$ cat config.mk
export PLATFORM = sky130hd
export DESIGN_NAME = pwm_peripheral
export DESIGN_NICKNAME = d
export VERILOG_FILES = /design/src/rtl/pwm_pkg.sv /design/src/rtl/pwm_timebase.sv /design/src/rtl/pwm_peripheral.sv
export SDC_FILE = /design/constraint.sdc
export NUM_CORES = 1
export LEC_CHECK = 0
export ABC_AREA = 0
export BUFFER_PORTS_ARGS = -buffer_cell sky130_fd_sc_hd__buf_2
export CORE_UTILIZATION = 48
export DETAILED_ROUTE_END_ITERATION = 10
export GPL_TIMING_DRIVEN = 1
export PLACE_DENSITY_LB_ADDON = 0.3
export SLEW_MARGIN = 20
export SYNTH_ARGS = -nofsm -noshare
export SYNTH_HDL_FRONTEND = slang
export SYNTH_SLANG_ARGS = --single-unit
$ cat constraint.sdc
create_clock -name clk -period 2.35 [get_ports clk]
set_input_delay 0.47 -clock clk [delete_from_list [all_inputs] [get_ports clk]]
set_output_delay 0.47 -clock clk [all_outputs]
set_load 0.03 [all_outputs]
$ cat src/rtl/pwm_pkg.sv
// Shared constants and the per-pin output select used by the PWM peripheral.
package pwm_pkg;

   localparam int unsigned PWM_BITS         = 8;
   localparam logic [7:0]  PWM_MAX          = 8'hFF;
   localparam logic [7:0]  DUTY_FULL        = 8'hFF;
   localparam int unsigned PRESCALE_DEFAULT = 13;

   // Per bit: disabled -> 0, enabled static -> 1, enabled PWM -> raw waveform.
   function automatic logic [7:0] pin_mux(input logic [7:0] en_out,
                                          input logic [7:0] en_pwm,
                                          input logic       raw);
      pin_mux = (en_out & ~en_pwm) | (en_out & en_pwm & {8{raw}});
   endfunction

endpackage

$ cat src/rtl/pwm_timebase.sv
// Prescaler plus 8-bit free-running PWM step counter; flags the step tick and period wrap.
module pwm_timebase
   import pwm_pkg::*;
#(
   parameter int unsigned PRESCALE = PRESCALE_DEFAULT
) (
   input  logic                clk,
   input  logic                rst_n,
   output logic [PWM_BITS-1:0] cnt_o,
   output logic                tick_o,
   output logic                wrap_o
);

   localparam int unsigned      PRE_W    = (PRESCALE > 1) ? $clog2(PRESCALE) : 1;
   localparam logic [PRE_W-1:0] PRE_LAST = PRE_W'(PRESCALE - 1);

   logic [PRE_W-1:0]    pre_q, pre_d;
   logic [PWM_BITS-1:0] cnt_q, cnt_d;
   logic                tick;

   assign tick = (pre_q == PRE_LAST);

   always_comb begin
      pre_d = pre_q + 1'b1;
      cnt_d = cnt_q;
      if (tick) begin
         pre_d = '0;
         cnt_d = cnt_q + 1'b1;
      end
   end

   always_ff @(posedge clk or negedge rst_n) begin
      if (!rst_n) begin
         pre_q <= '0;
         cnt_q <= '0;
      end else begin
         pre_q <= pre_d;
         cnt_q <= cnt_d;
      end
   end

   assign cnt_o  = cnt_q;
   assign tick_o = tick;
   assign wrap_o = tick && (cnt_q == PWM_MAX);

endmodule

$ cat src/rtl/pwm_peripheral.sv
// Drives 16 pins as low / static high / shared PWM; duty is shadowed and reloaded only at period wrap.
module pwm_peripheral
   import pwm_pkg::*;
#(
   parameter int unsigned PRESCALE = PRESCALE_DEFAULT
) (
   input  logic       clk,
   input  logic       rst_n,
   input  logic [7:0] en_reg_out_7_0,
   input  logic [7:0] en_reg_out_15_8,
   input  logic [7:0] en_reg_pwm_7_0,
   input  logic [7:0] en_reg_pwm_15_8,
   input  logic [7:0] pwm_duty_cycle,
   output logic [7:0] uo_out,
   output logic [7:0] uio_out,
   output logic       period_start
);

   logic [PWM_BITS-1:0] cnt;
   logic                tick;
   logic                wrap;

   logic [7:0] duty_q, duty_d;
   logic [7:0] uo_q, uo_d;
   logic [7:0] uio_q, uio_d;
   logic       ps_q, ps_d;
   logic       pwm_raw;

   pwm_timebase #(
      .PRESCALE (PRESCALE)
   ) u_timebase (
      .clk    (clk),
      .rst_n  (rst_n),
      .cnt_o  (cnt),
      .tick_o (tick),
      .wrap_o (wrap)
   );

   // Full scale is forced high so 0xFF has no one-step dip at cnt == 255.
   assign pwm_raw = (duty_q == DUTY_FULL) || (cnt < duty_q);

   always_comb begin
      duty_d = duty_q;
      if (tick && (cnt == PWM_MAX)) begin
         duty_d = pwm_duty_cycle;
      end
      ps_d  = wrap;
      uo_d  = pin_mux(en_reg_out_7_0,  en_reg_pwm_7_0,  pwm_raw);
      uio_d = pin_mux(en_reg_out_15_8, en_reg_pwm_15_8, pwm_raw);
   end

   always_ff @(posedge clk or negedge rst_n) begin
      if (!rst_n) begin
         duty_q <= '0;
         uo_q   <= '0;
         uio_q  <= '0;
         ps_q   <= 1'b0;
      end else begin
         duty_q <= duty_d;
         uo_q   <= uo_d;
         uio_q  <= uio_d;
         ps_q   <= ps_d;
      end
   end

   assign uo_out       = uo_q;
   assign uio_out      = uio_q;
   assign period_start = ps_q;

endmodule

* After elaboration in Yosys (flattened, before gate mapping) *
Index checks and enable logic that the tools add are counted.

storage, ports and cells
  register bits = 37
  input bits = 42
  output and inout bits = 17
  logic and storage cells = 25

operators by class
  add/subtract/negate cells = 2
  magnitude comparators = 1
  equal/unequal tests = 3
  multiplexer cells = 1
  bitwise logic cells = 10
  reduce and logical (&&, ||, !) cells = 2

operator list
  operator                                                       count
  8-bit AND                                                      6
  8-bit == test, second input constant                           2
  8-bit inverter                                                 2
  8-bit bitwise OR                                               2
  8-bit by 1-bit adder with 8-bit output, second input constant  1
  8-bit < comparator                                             1
  4-bit by 1-bit adder with 4-bit output, second input constant  1
  4-bit == test, second input constant                           1
  4-bit 2-to-1 mux                                               1
  1-bit logical AND                                              1
  1-bit logical OR                                               1

* Logic depth before layout (Yosys ltp) *
Gate-level depths: netlist of the first run.

  depth after elaboration = 4
  depth in mapped cells = 7
  depth with buffers taken out = 6

* Hierarchy *
Synthesis of the first run repeated with hierarchy kept, for this count alone.

second synthesis, totals
  cell total of the unflattened synthesis = 137
  area, all modules = 1676.6 sq um

modules (own cells, without submodules)
  module          instances  cells an instance  area an instance (sq um)  sequential area each (sq um)
  pwm_peripheral  1          89                 1142.3                    625.6
  pwm_timebase    1          48                 534.3                     300.3

* Worst setup path after synthesis of the first run *
Ideal clock, no wire load.

  path kind = flip-flop to flip-flop
  start point = register u_timebase.cnt_q[6], in the netlist u_timebase.cnt_o[6]
  end point = register uio_q[0], in the netlist uio_out[0]
  library setup time = 129 ps
  arrival time = 1651 ps
  data required time = 2221 ps
  setup slack = 570 ps
  stages on the path, launching flop included = 7
  path buffers = 1
  clock period less this slack = 1780 ps
  cells stage by stage = dfrtp_1 > ha_1 > and4_1 > o21ai_0 > o32ai_2 > clkbuf_2 > a21boi_0

between the ends
  cells in the longest elaborated chain, start to end = 4

ends and longest elaborated chain
  element                   line                  RTL
  start: declaration        pwm_timebase.sv:18    logic [PWM_BITS-1:0] cnt_q, cnt_d;
  start signal: assignment  pwm_timebase.sv:38    cnt_q <= cnt_d;
  8-bit < comparator        pwm_peripheral.sv:40  assign pwm_raw = (duty_q == DUTY_FULL) || (cnt < duty_q);
  1-bit logical OR          pwm_peripheral.sv:40
  8-bit AND                 pwm_pkg.sv:13         pin_mux = (en_out & ~en_pwm) | (en_out & en_pwm & {8{raw}});
  8-bit bitwise OR          pwm_pkg.sv:13
  named net uio_d[0]        pwm_peripheral.sv:25  logic [7:0] uio_q, uio_d;
  end signal: assignment    pwm_peripheral.sv:61  uio_q <= uio_d;
  end: declaration          pwm_peripheral.sv:25

The timed path passes the listed nets, and every way through them passes these cells.
A chain may end at the register's enable or synchronous reset.

* Worst setup path in the final report of the first run *
  start point = register u_timebase.pre_q[0]
  end point = register duty_q[4]

between the ends
  cells in the longest elaborated chain, start to end = 2

ends and longest elaborated chain
  element                   line                  RTL
  start: declaration        pwm_timebase.sv:17    logic [PRE_W-1:0] pre_q, pre_d;
  start signal: assignment  pwm_timebase.sv:37    pre_q <= pre_d;
  4-bit == test             pwm_timebase.sv:21    assign tick = (pre_q == PRE_LAST);
  1-bit logical AND         pwm_peripheral.sv:44  if (tick && (cnt == PWM_MAX)) begin
  end signal: assignment    pwm_peripheral.sv:59  duty_q <= duty_d;
  end: declaration          pwm_peripheral.sv:23  logic [7:0] duty_q, duty_d;

No other way between the ends.

==> key figures, run 1 <==
Logic synthesis
  – Synth Area in XOR/XNOR: 0.0431
  – Largest family of logic cells by synthesized area: compound AO/OA/AOI/OAI gates
  – Simple-Gate Fraction of Synth Area: 0.0785
  – Post-Syn Instances: 123
  – Syn Std Cell Area: 1630 sq um
  – Synthesis-stage register bit count: 37
  – Syn_nets: 175
  – Post-synth cell types: 25
  – Compound-Gate Fraction of Synth Area: 0.134
  – Synth Warn #: 0
  – Syn Area/Cell: 13.2 sq um
  – Post-synthesis sequential area ratio: 0.570
  – Mux contribution to synthesized area: 0.0624
  – Adder-cell share of the synthesized area: 0.0770

Placed design
  – Port buffer count: 58
  – Placed cell count: 224
  – Post-DP Area: 1960 sq um
  – DP HPWL: 2.43 mm
  – Dpl ws: 0.448 ns
  – Gpl congestion: 0.826

Power and ir drop
  – Seq pwr share: 0.603
  – Total power: 1.11 mW
  – P per Cell Area: 549 nW/um^2
  – Switching Share: 0.257
  – Max rail drop VDD: 402 uV
  – Sw Pwr: 284 uW
  – Pint: 822 uW
  – P_leak: 1.05 nW
  – Clock Power Share: 0.289
  – Gate power share: 0.108

Clocking
  – Clk sinks: 37
  – CTS tree: yes
  – H-tree Lvls: 2
  – Setup Fix Bufs, Post-CTS: 0
  – Clk Latency, worst-skew pair: 0.34 ns
  – Post-CTS Hold Fix Bufs: 0
  – Root buffer cell: clkbuf_4
  – CTS max path bufs: 2
  – Clock slew at reported path FFs: 0.11 ns
  – Post_cts resized: 0
  – Num CTS Buffers: 5

Floorplan
  – I/O pin count: 59
  – Core area: 3130 sq um
  – Die Area: 3620 sq um
  – Std cell rows: 20
  – Die Y: 60.2 microns
  – Die Wd: 60.2 microns
  – Initial Utilization: 0.520

Route
  – Final wirelength: 3.05 mm
  – 1st-pass router iterations: 4
  – Average vias per placed instance: 5.05
  – Drc violations: 0
  – Initial DRC count: 37
  – Vias: 1172
  – Antenna viol nets, final: 0
  – Avg WL per Cell: 13.1 microns

GRT
  – First-pass GRT wire length: 5.11 mm
  – Pin count of the biggest net entering global routing: 38
  – Number of global-route vias before repair: 1245
  – Total GRT Usage: 0.201
  – Initial antenna violation count: 0
  – GRT overflow: 0

STA
  – Setup TNS: 0 ns
  – Fin Clk Skew: 0.00569 ns
  – Fin worst setup slack: 0.422 ns
  – Final setup vio count: 0
  – Max-slew violations: 0
  – RSZ-0062 raised after global routing: false
  – Final hold viol count: 0
  – Worst slew pin tran: 0.780 ns
  – Final min period: 1.93 ns
  – Final worst path period share: 0.820
  – Hold WS: 0.200 ns
  – Peak Freq: 519 MHz
  – Relative slew margins: 0.480

Job
  – Max Cap Viol: 0

Setup path
  – CP endpoint kind: flip-flop
  – CP Max Fanout: 9
  – Crit path DAT: 2.16 ns
  – WP data required: 2.58 ns
  – Nature of the critical path startpoint: flip-flop
  – WS Path Type: flip-flop to flip-flop

Layout
  – Util after Layout: 0.645
  – Synth-to-Final Area Change: 24.1%
  – Ant. Diodes: 0
  – Post-Layout Inst Area: 2020 sq um
  – Fin cells: 232
  – Nets@finish: 239
  – Ratio of cells with drive above 1 in the final layout: 0.431
  – Fillers: 274

Hold path
  – Min-delay worst type: primary input to async pin

Status
  – Status: complete, no violations
worst paths after layout:
kind                                     start                   to  slack (ns)  depth (start not counted)
hold / removal                           rst_n  u_timebase.cnt_o[7]        0.20                          1
min in group clk            en_reg_pwm_15_8[7]           uio_out[7]        0.29                          2
hold reg to reg            u_timebase.pre_q[3]  u_timebase.pre_q[3]        0.50                          1
setup reg to reg           u_timebase.pre_q[0]            duty_q[4]        0.42                          6
setup / recovery           u_timebase.pre_q[0]            duty_q[4]        0.42                          6
max in group asynchronous                rst_n            duty_q[4]        1.66                          1
cell usage after synthesis:
cell type,count,area (sq um)
and3_4,1,11.3
ha_1,10,125
nand2b_4,1,13.8
a41o_1,1,10.0
a21boi_0,16,120
o21ai_0,2,10.0
and3_1,2,12.5
nand2_1,5,18.8
a2111oi_4,1,27.5
xor2_1,3,26.3
and4_1,1,8.76
dfrtp_1,37,926
mux2_2,9,101
inv_1,11,41.3
buf_6,1,11.3
o32ai_2,1,16.3
o21a_1,1,7.51
nand4_4,1,21.3
a21oi_1,2,10.0
a21o_1,1,7.51
nand4_1,3,18.8
o41ai_1,1,8.76
clkbuf_2,1,5.00
xnor2_1,5,43.8
nor2_1,6,22.5
cells in the final DEF, fill, tap and decap left out, types with 3 or more instances in the layout:
cell,count
inv_1,11
nor2_1,6
clkbuf_4,5
ha_1,10
buf_2,58
a21boi_0,16
nand4_1,3
mux2_2,9
nand2_1,5
dfrtp_1,37
xnor2_1,5
xor2_1,3
cell type report:
type,instances,area [sq um],share of cell area
clock buffers,5,37.5,0.0186
flip-flops and latches,37,926,0.459
multi-input cells,73,642,0.318
clock inverters,3,17.5,0.00868
well taps,44,55.1,0.0273
inverters,11,41.3,0.0205
repair buffers,59,298,0.148
registers in the layout, summed over array words and instances, names as in the netlist:
name              count
duty_q                8
u_timebase.cnt_o      8
uio_out               8
uo_out                8
u_timebase.pre_q      4
period_start          1
layer usage:
layer / track usage / vias up / routed length (microns)
li1: - / 553 / -
met1: 0.218 / 558 / 1190
met2: 0.341 / 51 / 1570
met3: 0.0628 / 10 / 192
met4: 0.116 / 0 / 91
met5: 0 / - / 0
power groups by stage:
stage / clock network [mW] / logic, mW / registers [mW]
final: 0.320 / 0.120 / 0.667
after global routing: 0.359 / 0.132 / 0.669
after CTS: 0.333 / 0.122 / 0.667
after detailed placement: 0 / 0.122 / 0.679
after global placement: 0 / 0.117 / 0.679
after floorplan: 0 / 0.0276 / 0.708
worst max-delay path, cell delays in order, from the launching register on:
cell and delay (ns):
dfrtp_1 0.43, inv_1 0.09, ha_1 0.19, and3_1 0.34, and3_4 0.26, nand4_4 0.18, mux2_2 0.33
logic make-up (layout without fill, tap and decap cells):
family,after synthesis,count (layout)
DFF,37,37
AOI/OAI and AO/OA,26,26
and+or+nand+nor,20,20
buffers and inverters,13,78
adders and majority gates,10,10
muxes,9,9
xor gates and xnor gates,8,8
No activity file was read; power rests on OpenSTA's default activity.
==> run 2, diff against run 1 <==
CORE_UTILIZATION = 44   (was 48)
clock period = 1.65 ns   (was 2.35 ns; I/O delays follow)
==> key figures, run 2 (same netlist as run 1, synthesis figures left out) <==
STA
  – Relative slew margins: 0.787
  – RSZ-0062 raised after global routing: true
  – Final worst path period share: 1.01
  – Final min period: 1.66 ns
  – Max-slew violations: 0
  – Worst slew pin tran: 0.320 ns
  – Final setup vio count: 8
  – Hold WS: -0.00170 ns
  – Final hold viol count: 2
  – Setup TNS: -0.0465 ns
  – Fin Clk Skew: 0.00285 ns
  – Peak Freq: 602 MHz
  – Fin worst setup slack: -0.0109 ns

Layout
  – Most common cell after layout, fill and taps aside: buf_2
  – Most frequent cells in the layout: buf_2 (58), dfrtp_1 (36), buf_4 (22)
  – Nets@finish: 264
  – Fin cells: 259
  – Post-Layout Inst Area: 2380 sq um
  – Util after Layout: 0.693
  – Ant. Diodes: 0
  – Fillers: 230
  – Ratio of cells with drive above 1 in the final layout: 0.587
  – Synth-to-Final Area Change: 46.7%

Clocking
  – Post-CTS Hold Fix Bufs: 0
  – Clk sinks: 37
  – Num CTS Buffers: 5
  – H-tree Lvls: 2
  – Root buffer cell: clkbuf_8
  – Clk Latency, worst-skew pair: 0.29 ns
  – CTS max path bufs: 2
  – Clock slew at reported path FFs: 0.07 ns
  – CTS tree: yes

Job
  – Max Cap Viol: 0

Placed design
  – Placed cell count: 247
  – DP HPWL: 2.49 mm
  – Post-DP Area: 2160 sq um
  – Port buffer count: 58
  – Gpl congestion: 0.739

GRT
  – First-pass GRT wire length: 6.09 mm
  – Total GRT Usage: 0.205
  – Initial antenna violation count: 0
  – Number of global-route vias before repair: 1390
  – Pin count of the biggest net entering global routing: 38
  – GRT overflow: 0

Hold path
  – Min-delay worst type: primary input to async pin

Status
  – Failing checks: negative hold slack, negative setup slack
  – Status: complete, but fails checks

Setup path
  – CP endpoint kind: flip-flop
  – WS Path Type: flip-flop to flip-flop
  – Crit path DAT: 1.83 ns
  – WP data required: 1.82 ns
  – CP Max Fanout: 16
  – Nature of the critical path startpoint: flip-flop

Route
  – Average vias per placed instance: 4.86
  – Initial DRC count: 42
  – Final wirelength: 3.52 mm
  – Avg WL per Cell: 13.6 microns
  – Antenna viol nets, final: 0
  – Drc violations: 0
  – 1st-pass router iterations: 4
  – Vias: 1260

Floorplan
  – I/O pin count: 59
  – Die Y: 62.8 microns
  – Initial Utilization: 0.472
  – Die Wd: 62.8 microns
  – Std cell rows: 21
  – Die Area: 3940 sq um
  – Core area: 3440 sq um

Power and ir drop
  – P per Cell Area: 746 nW/um^2
  – Max rail drop VDD: 656 uV
  – P_leak: 1.21 nW
run 2: changes by cell type in the layout (fill, tap and decap cells not counted), moves of 2 or more:
cell and delta:
a21boi_2 +6, ha_1 -4, a21boi_0 -16, clkbuf_8 +5, clkbuf_4 -5, buf_12 +2, ha_4 +4, inv_1 -4
inv_2 +4, a21boi_1 +10, buf_4 +21
run 2: worst max-delay path, stage by stage, from the launching register on:
cell and delay (ns):
dfrtp_1 0.42, ha_4 0.29, and4_4 0.21, o21ai_2 0.07, o32ai_4 0.30, buf_12 0.19
a21boi_1 0.07
run 2: per-stage QoR:
stage / setup slack, ns / total power [mW]
global placement: -0.383 / 1.16
finish: -0.0109 / 1.78
detailed placement: -0.472 / 1.17
floorplan: -0.0712 / 1.05
global route: -0.0736 / 1.85
CTS: -0.00342 / 1.79
run 2: final cells by class:
cell class,count,area (sq um),share of cell area
multi-input cells,74,766,0.321
well taps,46,57.6,0.0241
flip-flops and latches,37,927,0.389
inverters,11,41.3,0.0173
repair buffers,83,507,0.212
clock inverters,3,17.5,0.00735
clock buffers,5,68.8,0.0289
run 2: where the power goes:
part / leakage (nW) / internal, mW / switching, mW
Sequential: 0.440 / 0.936 / 0.0111
Combinational: 0.730 / 0.102 / 0.112
Clock: 0.0439 / 0.291 / 0.326
run 2: layer usage:
metal  up-vias  track usage  wire length (microns)
met1       590        0.236                   1460
met2        51        0.340                   1750
met4         0       0.0930                     76
met5         -            0                      0
li1        611            -                      -
met3         8       0.0730                    235
run 2: final timing paths:
kind,slack (ns),cells after the start,end,from
min reg2reg,0.52,1,u_timebase.pre_q[3],u_timebase.pre_q[3]
max reg2reg,-0.01,6,uio_out[0],u_timebase.cnt_o[7]
max in group asynchronous,1.46,2,u_timebase.cnt_o[6],rst_n
min,-0.002,2,u_timebase.cnt_o[5],rst_n
max,-0.01,6,uio_out[0],u_timebase.cnt_o[7]
min in group clk,0.20,2,uo_out[7],en_reg_pwm_7_0[7]
run 2: repair_timing:
| action | in CTS | in global routing |
|---|---|---|
| setup endpoints to repair | 24 | 26 |
| gates cloned | 1 | 0 |
| setup buffers | 2 | 1 |
| pin swaps | 8 | 2 |
| gates resized for setup | 14 | 12 |
